--- src/rtl/fifo_arb_pkg.sv ---
`default_nettype none
// ============================================================================
// Module   : fifo_arb_pkg
// Purpose  : Shared constants and state encoding for the FIFO write arbiter.
// Revision : 1.0 - initial release
// ============================================================================
package fifo_arb_pkg;

  // Default configuration of the arbiter.
  localparam int NREQ_DEF  = 4;
  localparam int DSIZE_DEF = 32;
  // Width of the running beat counter; it wraps 0xFFFF -> 0.
  localparam int CNT_W     = 16;

  // Arbiter state encoding.
  typedef enum logic [0:0] {
    IDLE = 1'b0,
    XFER = 1'b1
  } arb_state_e;

  // Plain-vector aliases of the states, used by the state register.
  localparam logic [0:0] ST_IDLE = IDLE;
  localparam logic [0:0] ST_XFER = XFER;

endpackage : fifo_arb_pkg
`default_nettype wire

--- src/rtl/fifo_wr_arbiter_rr_pick.sv ---
`default_nettype none
// ============================================================================
// Module   : rr_pick
// Purpose  : Combinational round-robin picker. Returns the first asserted
//            bit of valid_i scanning upward from last_id_i+1, modulo NREQ.
// Revision : 1.0 - initial release
// ============================================================================
module rr_pick #(
  parameter int NREQ = 4,
  parameter int IDW  = $clog2(NREQ)
) (
  input  logic [NREQ-1:0] valid_i,
  input  logic [IDW-1:0]  last_id_i,
  output logic [IDW-1:0]  winner_o,
  output logic            any_o
);

  logic [IDW-1:0] w_hi_win;
  logic [IDW-1:0] w_lo_win;
  logic           w_hi_any;

  // Lowest valid index above last_id, and lowest valid index overall as the
  // wrap-around fallback; scanning downward leaves the lowest match in place.
  always_comb begin
    w_hi_win = '0;
    w_lo_win = '0;
    w_hi_any = 1'b0;
    for (int i = NREQ - 1; i >= 0; i--) begin
      if (valid_i[i]) begin
        w_lo_win = IDW'(i);
        if (IDW'(i) > last_id_i) begin
          w_hi_win = IDW'(i);
          w_hi_any = 1'b1;
        end
      end
    end
  end

  assign winner_o = w_hi_any ? w_hi_win : w_lo_win;
  assign any_o    = |valid_i;

endmodule : rr_pick
`default_nettype wire

--- src/rtl/fifo_wr_arbiter.sv ---
`default_nettype none
// ============================================================================
// Module   : fifo_wr_arbiter
// Purpose  : Round-robin arbiter merging NREQ producer streams into the write
//            side of one shared FIFO. Write data and strobe are registered;
//            the FIFO full flag asserts one entry early to cover that stage.
// Options  : FIFO_ARB_PKT_LOCK_EN - when defined, a grant is held until the
//            beat carrying req_last; otherwise the grant is released after
//            every beat or whenever the granted producer is not valid.
// Revision : 1.0 - initial release
// ============================================================================
module fifo_wr_arbiter
  import fifo_arb_pkg::*;
#(
  parameter int NREQ  = NREQ_DEF,
  parameter int DSIZE = DSIZE_DEF,
  parameter int IDW   = $clog2(NREQ)
) (
  input  logic                  clk,
  input  logic                  rst_n,
  input  logic [NREQ-1:0]       req_valid,
  input  logic [NREQ*DSIZE-1:0] req_data,
  input  logic [NREQ-1:0]       req_last,
  output logic [NREQ-1:0]       req_ready,
  output logic [DSIZE-1:0]      fifo_wdata,
  output logic                  fifo_winc,
  input  logic                  fifo_wfull,
  output logic [IDW-1:0]        grant_id,
  output logic                  grant_vld,
  output logic [CNT_W-1:0]      beat_cnt
);

  // --------------------------------------------------------------------------
  // State
  // --------------------------------------------------------------------------
  logic [0:0]       state_q,   state_d;
  logic [IDW-1:0]   gid_q,     gid_d;
  logic [IDW-1:0]   last_id_q, last_id_d;
  logic             winc_q,    winc_d;
  logic [DSIZE-1:0] wdata_q,   wdata_d;
  logic [CNT_W-1:0] cnt_q,     cnt_d;

  // --------------------------------------------------------------------------
  // Combinational helpers
  // --------------------------------------------------------------------------
  logic [DSIZE-1:0] w_data_arr [NREQ];
  logic [NREQ-1:0]  w_gid_oh;
  logic             w_xfer;
  logic             w_gid_valid;
  logic             w_beat;
  logic             w_release;
  logic [NREQ-1:0]  w_pick_valid;
  logic [IDW-1:0]   w_pick_ptr;
  logic [IDW-1:0]   w_pick_winner;
  logic             w_pick_any;

  // Unpack the flat producer data bus into one word per port.
  for (genvar g = 0; g < NREQ; g++) begin : g_unpack
    assign w_data_arr[g] = req_data[g*DSIZE +: DSIZE];
  end

  assign w_gid_oh    = NREQ'(1) << gid_q;
  assign w_xfer      = (state_q == ST_XFER);
  assign w_gid_valid = req_valid[gid_q];
  // The FIFO is written only when the granted producer is valid and the FIFO
  // has room; the early full flag leaves space for the registered write.
  assign w_beat      = w_xfer && w_gid_valid && !fifo_wfull;

`ifdef FIFO_ARB_PKT_LOCK_EN
  // Packet lock: keep the grant through valid gaps until the last word.
  assign w_release = w_beat && req_last[gid_q];
`else
  // Word-by-word: every beat, or a silent granted producer, frees the grant.
  assign w_release = w_beat || (w_xfer && !w_gid_valid);

  // Packet framing is not used in this build.
  logic w_unused_last;
  assign w_unused_last = ^req_last;
`endif

  // While transferring, the outgoing port is excluded so another valid port
  // takes over without a bubble; if none is valid the block drops to IDLE,
  // where the released port competes again on equal terms.
  assign w_pick_valid = w_xfer ? (req_valid & ~w_gid_oh) : req_valid;
  // A beat updates last_id this cycle, so scan from the beat source.
  assign w_pick_ptr   = w_beat ? gid_q : last_id_q;

  rr_pick #(
    .NREQ (NREQ),
    .IDW  (IDW)
  ) u_rr_pick (
    .valid_i   (w_pick_valid),
    .last_id_i (w_pick_ptr),
    .winner_o  (w_pick_winner),
    .any_o     (w_pick_any)
  );

  // Next-state logic: arbitration, beat capture and grant hand-over.
  always_comb begin
    state_d   = state_q;
    gid_d     = gid_q;
    last_id_d = last_id_q;
    winc_d    = 1'b0;
    wdata_d   = wdata_q;
    cnt_d     = cnt_q;

    case (state_q)
      ST_IDLE: begin
        if (w_pick_any) begin
          state_d = ST_XFER;
          gid_d   = w_pick_winner;
        end
      end

      ST_XFER: begin
        if (w_beat) begin
          winc_d    = 1'b1;
          wdata_d   = w_data_arr[gid_q];
          last_id_d = gid_q;
          cnt_d     = cnt_q + CNT_W'(1);
        end
        if (w_release) begin
          if (w_pick_any) begin
            gid_d = w_pick_winner;
          end else begin
            state_d = ST_IDLE;
          end
        end
      end

      default: begin
        state_d = ST_IDLE;
      end
    endcase
  end

  // State registers; reset abandons any packet in flight and points last_id
  // at the top port so the first arbitration favours port 0.
  always_ff @(posedge clk or negedge rst_n) begin
    if (!rst_n) begin
      state_q   <= ST_IDLE;
      gid_q     <= '0;
      last_id_q <= IDW'(NREQ - 1);
      winc_q    <= 1'b0;
      wdata_q   <= '0;
      cnt_q     <= '0;
    end else begin
      state_q   <= state_d;
      gid_q     <= gid_d;
      last_id_q <= last_id_d;
      winc_q    <= winc_d;
      wdata_q   <= wdata_d;
      cnt_q     <= cnt_d;
    end
  end

  // --------------------------------------------------------------------------
  // Outputs
  // --------------------------------------------------------------------------
  assign req_ready  = (w_xfer && !fifo_wfull) ? w_gid_oh : '0;
  assign fifo_wdata = wdata_q;
  assign fifo_winc  = winc_q;
  assign grant_id   = gid_q;
  assign grant_vld  = w_xfer;
  assign beat_cnt   = cnt_q;

endmodule : fifo_wr_arbiter
`default_nettype wire

--- config.mk ---
export PLATFORM = sky130hd
export DESIGN_NAME = fifo_wr_arbiter
export DESIGN_NICKNAME = d
export VERILOG_FILES = /design/src/rtl/fifo_arb_pkg.sv /design/src/rtl/fifo_wr_arbiter_rr_pick.sv /design/src/rtl/fifo_wr_arbiter.sv
export SDC_FILE = /design/constraint.sdc
export NUM_CORES = 1
export LEC_CHECK = 0
export ABC_AREA = 1
export CORE_UTILIZATION = 41
export DETAILED_ROUTE_END_ITERATION = 8
export GPL_ROUTABILITY_DRIVEN = 0
export PLACE_DENSITY_LB_ADDON = 0.3
export SYNTH_ARGS = -nofsm -noshare
export SYNTH_HDL_FRONTEND = slang
export SYNTH_HIERARCHICAL = 1
export SYNTH_SLANG_ARGS = --single-unit
--- constraint.sdc ---
create_clock -name clk -period 3.51 [get_ports clk]
set_input_delay 0.8775 -clock clk [delete_from_list [all_inputs] [get_ports clk]]
set_output_delay 0.8775 -clock clk [all_outputs]
set_load 0.005 [all_outputs]
==> impl_metrics.env, run 1 <==
export IMPL_synth_top_cell_by_area="dfrtp_1"
export IMPL_drtIter0Drc=116
export IMPL_first_global_vias=3691
export IMPL_async_reset_ff_share_pct=100
export IMPL_numClockSinks=54
export IMPL_dp_hpwl_um=8390
export IMPL_synth_cells=493
export IMPL_syn_to_final_growth_pct=61.3
export IMPL_cp_max_fo=4
export IMPL_dieArea_sq_um=8460
export IMPL_regArea_sq_um=1350
export IMPL_p_leak_uw=0.00237
export IMPL_drtAntennaViolNets=0
export IMPL_htreeDepth=2
export IMPL_cts_tree="done"
export IMPL_die_width_um=92.0
export IMPL_n_antenna_cell=0
export IMPL_synth_edf_count=0
export IMPL_wl_per_cell_um=14.0
export IMPL_synth_area_top_cells="dfrtp_1, nand2_1, nand3_1"
export IMPL_start_util_pct=42.7
export IMPL_slew_headroom_pct=28.1
export IMPL_vias_per_cell=4.98
export IMPL_worstSkewPairLatency_ns=0.30
export IMPL_core_area_sq_um=7770
export IMPL_yosysUniqueCellTypes=27
export IMPL_nNetsFinal=811
export IMPL_route_detailed_drc=0
export IMPL_grt_overflow_total=0
export IMPL_cap_violations=0
export IMPL_port_buffers=190
export IMPL_route_vias_total=3854
export IMPL_grt_pass1_wl_um=17400
export IMPL_cts_buffer_depth=2
export IMPL_rsz0062_at_grt="false"
export IMPL_multi_input_area_sq_um=1720
export IMPL_synth_ff_latch_count=54
export IMPL_utilization_pct=68.9
export IMPL_synth_top_area_share_pct=39.2
export IMPL_drtPass1Iterations=5
export IMPL_p_per_area_nw_per_um2=629
export IMPL_critPathLaunchType="primary input"
export IMPL_yosys_top_cells_count="nand2_1, dfrtp_1, nand3_1"
export IMPL_ys_seq_area_share_pct=40.8
export IMPL_post_route_min_period_ns=3.22
export IMPL_drv_slew=0
export IMPL_max_clock_freq_ghz=0.311
export IMPL_cts_resized=0
export IMPL_finalSetupViolCount=0
export IMPL_setup_worst_path_class="primary input to output port"
export IMPL_post_cts_buffers=0
export IMPL_syn_area_per_cell_sq_um=6.73
export IMPL_cp_required_ns=2.63
export IMPL_synth_top_flop_cell="dfrtp_1"
export IMPL_antenna_found_initial=0
export IMPL_synth_area_sq_um=3320
export IMPL_status="finished, final reports clean"
export IMPL_yosys_warnings=6
export IMPL_worstMarginPinSlew_ns=1.08
export IMPL_cts_buffers=5
export IMPL_path_clk_slew_ns=0.09
export IMPL_min_period_over_period_pct=91.7
export IMPL_final_hold_violation_count=0
export IMPL_critPathArrivalTime_ns=2.34
export IMPL_holdBufCountCts=0
export IMPL_drive_gt1_share_pct=3.42
export IMPL_grt_max_degree=47
export IMPL_hp_class="flip-flop to flip-flop"
export IMPL_timing_setup_tns_ns=0
export IMPL_peakVddDrop_uv=311
export IMPL_cts_root_buf="clkbuf_8"
export IMPL_io_pins=195
export IMPL_num_fill_cells=669
export IMPL_drt_wl_total_um=10800
export IMPL_synth_most_common_cell="nand2_1"
export IMPL_dieHeight_um=92.0
export IMPL_fin_skew_ns=0.00665
export IMPL_crit_path_end_kind="output port"
export IMPL_syn_nets=633
export IMPL_num_rows=32
export IMPL_grt_use_total_pct=26.0
-- registers in the layout (all words and copies together) (netlist names) --
name and cells:
beat_cnt 16, fifo_wdata 32, fifo_winc 1, grant_id 2, grant_vld 1, last_id_q 2
-- cell families (layout without fill, tap and decap cells) --
kind of cell               after synthesis  after routing  synth area share (%)
AOI/OAI and AO/OA                       79             79                  12.0
xor gates and xnor gates                 8              8                  2.11
adders and majority gates                1              1                 0.377
buffers and inverters                   52            231                  7.54
DFF                                     54             54                  40.8
and+or+nand+nor                        299            299                  37.2
-- layout by cell type, fill, tap and decap left out, types with 2 or more instances in the layout --
| cell type | instances |
|---|---|
| nand4_1 | 6 |
| dfrtp_1 | 52 |
| buf_4 | 5 |
| clkinvlp_4 | 2 |
| dfstp_2 | 2 |
| nor2_1 | 20 |
| clkbuf_8 | 5 |
| o21ai_1 | 27 |
| nand3_1 | 43 |
| o21ai_0 | 17 |
| clkdlybuf4s50_1 | 189 |
| a21oi_1 | 34 |
| xnor2_1 | 7 |
| nand2_1 | 223 |
| inv_1 | 26 |
-- area by class of cell --
cell class                      count  share of cell area [%]
Timing Repair Buffer              195                    36.1
Clock inverter                      3                   0.842
Tap cell                          102                    2.38
Clock buffer                        5                    1.29
Multi-Input combinational cell    387                    32.0
Inverter                           28                    2.01
Sequential cell                    54                    25.3
-- metrics by stage --
step	hold WS (ns)	setup WS, ns	instance area (sq um)	cells	power [uW]
finish	0.491	0.293	5350	774	3370
global route	0.522	0.240	5350	774	3660
CTS	0.497	0.282	5350	774	3410
detailed placement	0.472	0.284	5240	766	2970
global placement	0.468	0.330	5240	766	2910
floorplan	0.473	1.28	3320	493	2120
-- routing by layer --
metal | vias up | part of all wire [%] | GRT usage, %
li1 | 1928 | - | -
met1 | 1777 | 41 | 30.1
met2 | 139 | 52 | 46.8
met3 | 10 | 6.2 | 6.72
met4 | 0 | 1.2 | 8.07
met5 | - | 0 | 0
-- where the power goes --
part	internal (uW)	switching, uW	leakage, uW
registers	848	191	0.000691
logic	904	1010	0.00163
clock network	212	207	0.0000504
total	1960	1400	0.00237
-- path summary, 6_finish.rpt --
path                                        to  cells after the start          start  slack [ns]
worst min-delay path             fifo_wdata[4]                      2  fifo_wdata[4]        0.49
min in group asynchronous          beat_cnt[2]                      1          rst_n        0.66
worst min register to register   fifo_wdata[4]                      2  fifo_wdata[4]        0.49
worst max-delay path              req_ready[0]                      5     fifo_wfull        0.29
worst max register to register     grant_id[0]                     14    grant_id[0]        0.95
max in group asynchronous       fifo_wdata[31]                      2          rst_n        2.08
-- critical path: stages --
cell and delay [ns]:
clkdlybuf4s50_1 0.43, nor2_1 0.24, inv_1 0.13, nor3_1 0.14, clkdlybuf4s50_1 0.52
Power figures use the tool's default switching activity.
==> inputs of run 2 (changes only) <==
- CORE_UTILIZATION: 41 -> 60
- CTS_BUF_LIST: default -> sky130_fd_sc_hd__clkbuf_8
- DONT_BUFFER_PORTS: default -> 1
- SETUP_SLACK_MARGIN: default -> 0.05
==> impl_metrics.env, run 2 (synthesis results as in run 1) <==
export IMPL_drtIter0Drc=176
export IMPL_cts_buffers=5
export IMPL_timing_setup_tns_ns=0
export IMPL_final_common_cell="nand2_1"
export IMPL_layout_common_cells="nand2_1, dfrtp_1, nand3_1"
export IMPL_worstMarginPinSlew_ns=0.971
export IMPL_antenna_found_initial=0
export IMPL_grt_overflow_total=0
export IMPL_dp_hpwl_um=6200
export IMPL_post_route_min_period_ns=2.58
export IMPL_port_buffers=0
export IMPL_route_vias_total=3213
export IMPL_numClockSinks=54
export IMPL_vias_per_cell=5.84
export IMPL_cts_buffer_depth=2
export IMPL_path_clk_slew_ns=0.10
export IMPL_status="finished, final reports clean"
export IMPL_first_global_vias=2776
export IMPL_drv_slew=0
export IMPL_grt_use_total_pct=28.7
export IMPL_cp_required_ns=2.63
export IMPL_drtPass1Iterations=6
export IMPL_largest_reg_flops=32
export IMPL_syn_to_final_growth_pct=2.34
export IMPL_io_pins=195
export IMPL_cts_tree="done"
export IMPL_critPathLaunchType="flip-flop"
export IMPL_grt_max_degree=55
export IMPL_cp_slowest_cell="dfrtp_1"
export IMPL_final_hold_violation_count=0
export IMPL_fin_skew_ns=0.00664
export IMPL_crit_path_end_kind="output port"
export IMPL_holdBufCountCts=0
export IMPL_cts_root_buf="clkbuf_8"
export IMPL_critPathArrivalTime_ns=1.70
export IMPL_critPathMaxStageDelay_ns=0.63
export IMPL_cp_max_fo=34
export IMPL_wl_per_cell_um=15.4
export IMPL_critical_path_top_delay_family="flip-flops"
export IMPL_worstSkewPairLatency_ns=0.31
export IMPL_dpl_cell_area_sq_um=3290
export IMPL_route_detailed_drc=0
export IMPL_finalSetupViolCount=0
export IMPL_core_area_sq_um=5200
export IMPL_die_width_um=76.4
export IMPL_power_uw=2750
export IMPL_n_antenna_cell=0
export IMPL_cts_resized=0
export IMPL_dieHeight_um=76.4
export IMPL_p_leak_uw=0.00164
export IMPL_num_rows=26
export IMPL_min_period_over_period_pct=73.6
export IMPL_peakVddDrop_uv=500
export IMPL_dieArea_sq_um=5830
export IMPL_drtAntennaViolNets=0
export IMPL_post_cts_buffers=0
export IMPL_nNetsFinal=619
export IMPL_drive_gt1_share_pct=3.96
export IMPL_rsz0062_at_grt="false"
export IMPL_start_util_pct=63.8
export IMPL_cap_violations=0
export IMPL_crit_chain="inv_4, nor2_8, inv_1, nor2_1"
export IMPL_critPathBufInv=2
export IMPL_hp_class="primary input to asynchronous set/reset pin"
export IMPL_setup_worst_path_class="flip-flop to output port"
export IMPL_htreeDepth=2
export IMPL_max_clock_freq_ghz=0.387
export IMPL_fin_area_sq_um=3400
export IMPL_p_per_area_nw_per_um2=809
export IMPL_slew_headroom_pct=35.2
export IMPL_grt_pass1_wl_um=13300
export IMPL_drt_wl_total_um=8480
-- run 2: cell types whose count changed in the layout (fill, tap and decap cells not counted), sizes merged --
| cell | change |
|---|---|
| buf | -3 |
| clkdlybuf4s50 | -189 |
| clkinvlp | -1 |
| inv | +1 |
-- run 2: worst reg2reg max path, cell delays in order (launching register included) --
cell	delay, ns
dfrtp_1	0.63
inv_4	0.10
nor2_8	0.39
nand2_1	0.12
nand3_2	0.13
nand2_4	0.23
o21ai_0	0.24
inv_1	0.10
o21ai_1	0.17
nand2_1	0.08
nand2_1	0.06
nand2_1	0.05
nand3_1	0.08
nand2_1	0.05
-- run 2: metal layers --
layer / global-route usage (%) / up-vias / share of wire [%]
met2: 50.2 / 174 / 50
li1: - / 1548 / -
met5: 0 / - / 0
met3: 7.90 / 8 / 8.4
met4: 7.88 / 0 / 1.0
met1: 34.6 / 1483 / 40
-- run 2: path summary, 6_finish.rpt --
kind / from / end / slack [ns] / depth (start not counted)
max reg2reg: grant_id[0] / grant_id[0] / 0.97 / 13
min: rst_n / beat_cnt[8] / 0.25 / 0
max in group asynchronous: rst_n / last_id_q[1] / 3.07 / 0
max: grant_id[0] / req_ready[1] / 0.93 / 4
min reg2reg: last_id_q[1] / last_id_q[1] / 0.51 / 2
min in group clk: last_id_q[1] / last_id_q[1] / 0.51 / 2
-- run 2: final cells by class --
type / instances / area (sq um)
clock buffers: 5 / 68.8
clock inverters: 3 / 41.3
fillers: 495 / 1810
inverters: 28 / 108
multi-input cells: 387 / 1720
flip-flops and latches: 54 / 1350
well taps: 70 / 87.6
repair buffers: 3 / 22.5
-- run 2: where the power goes --
group	switching, uW	total [uW]	internal [uW]
Clock	203	413	210
Sequential	243	1090	849
Combinational	820	1240	424
-- run 2: stage by stage --
step                      cells  hold slack (ns)  util, %  setup slack [ns]
after floorplan             493            0.473        -              1.28
after global placement      542            0.488     63.1              1.06
after detailed placement    542            0.496     63.1             0.994
after CTS                   550            0.243     65.3             0.931
after global routing        550            0.236     65.3             0.676
final                       550            0.255     65.3             0.928
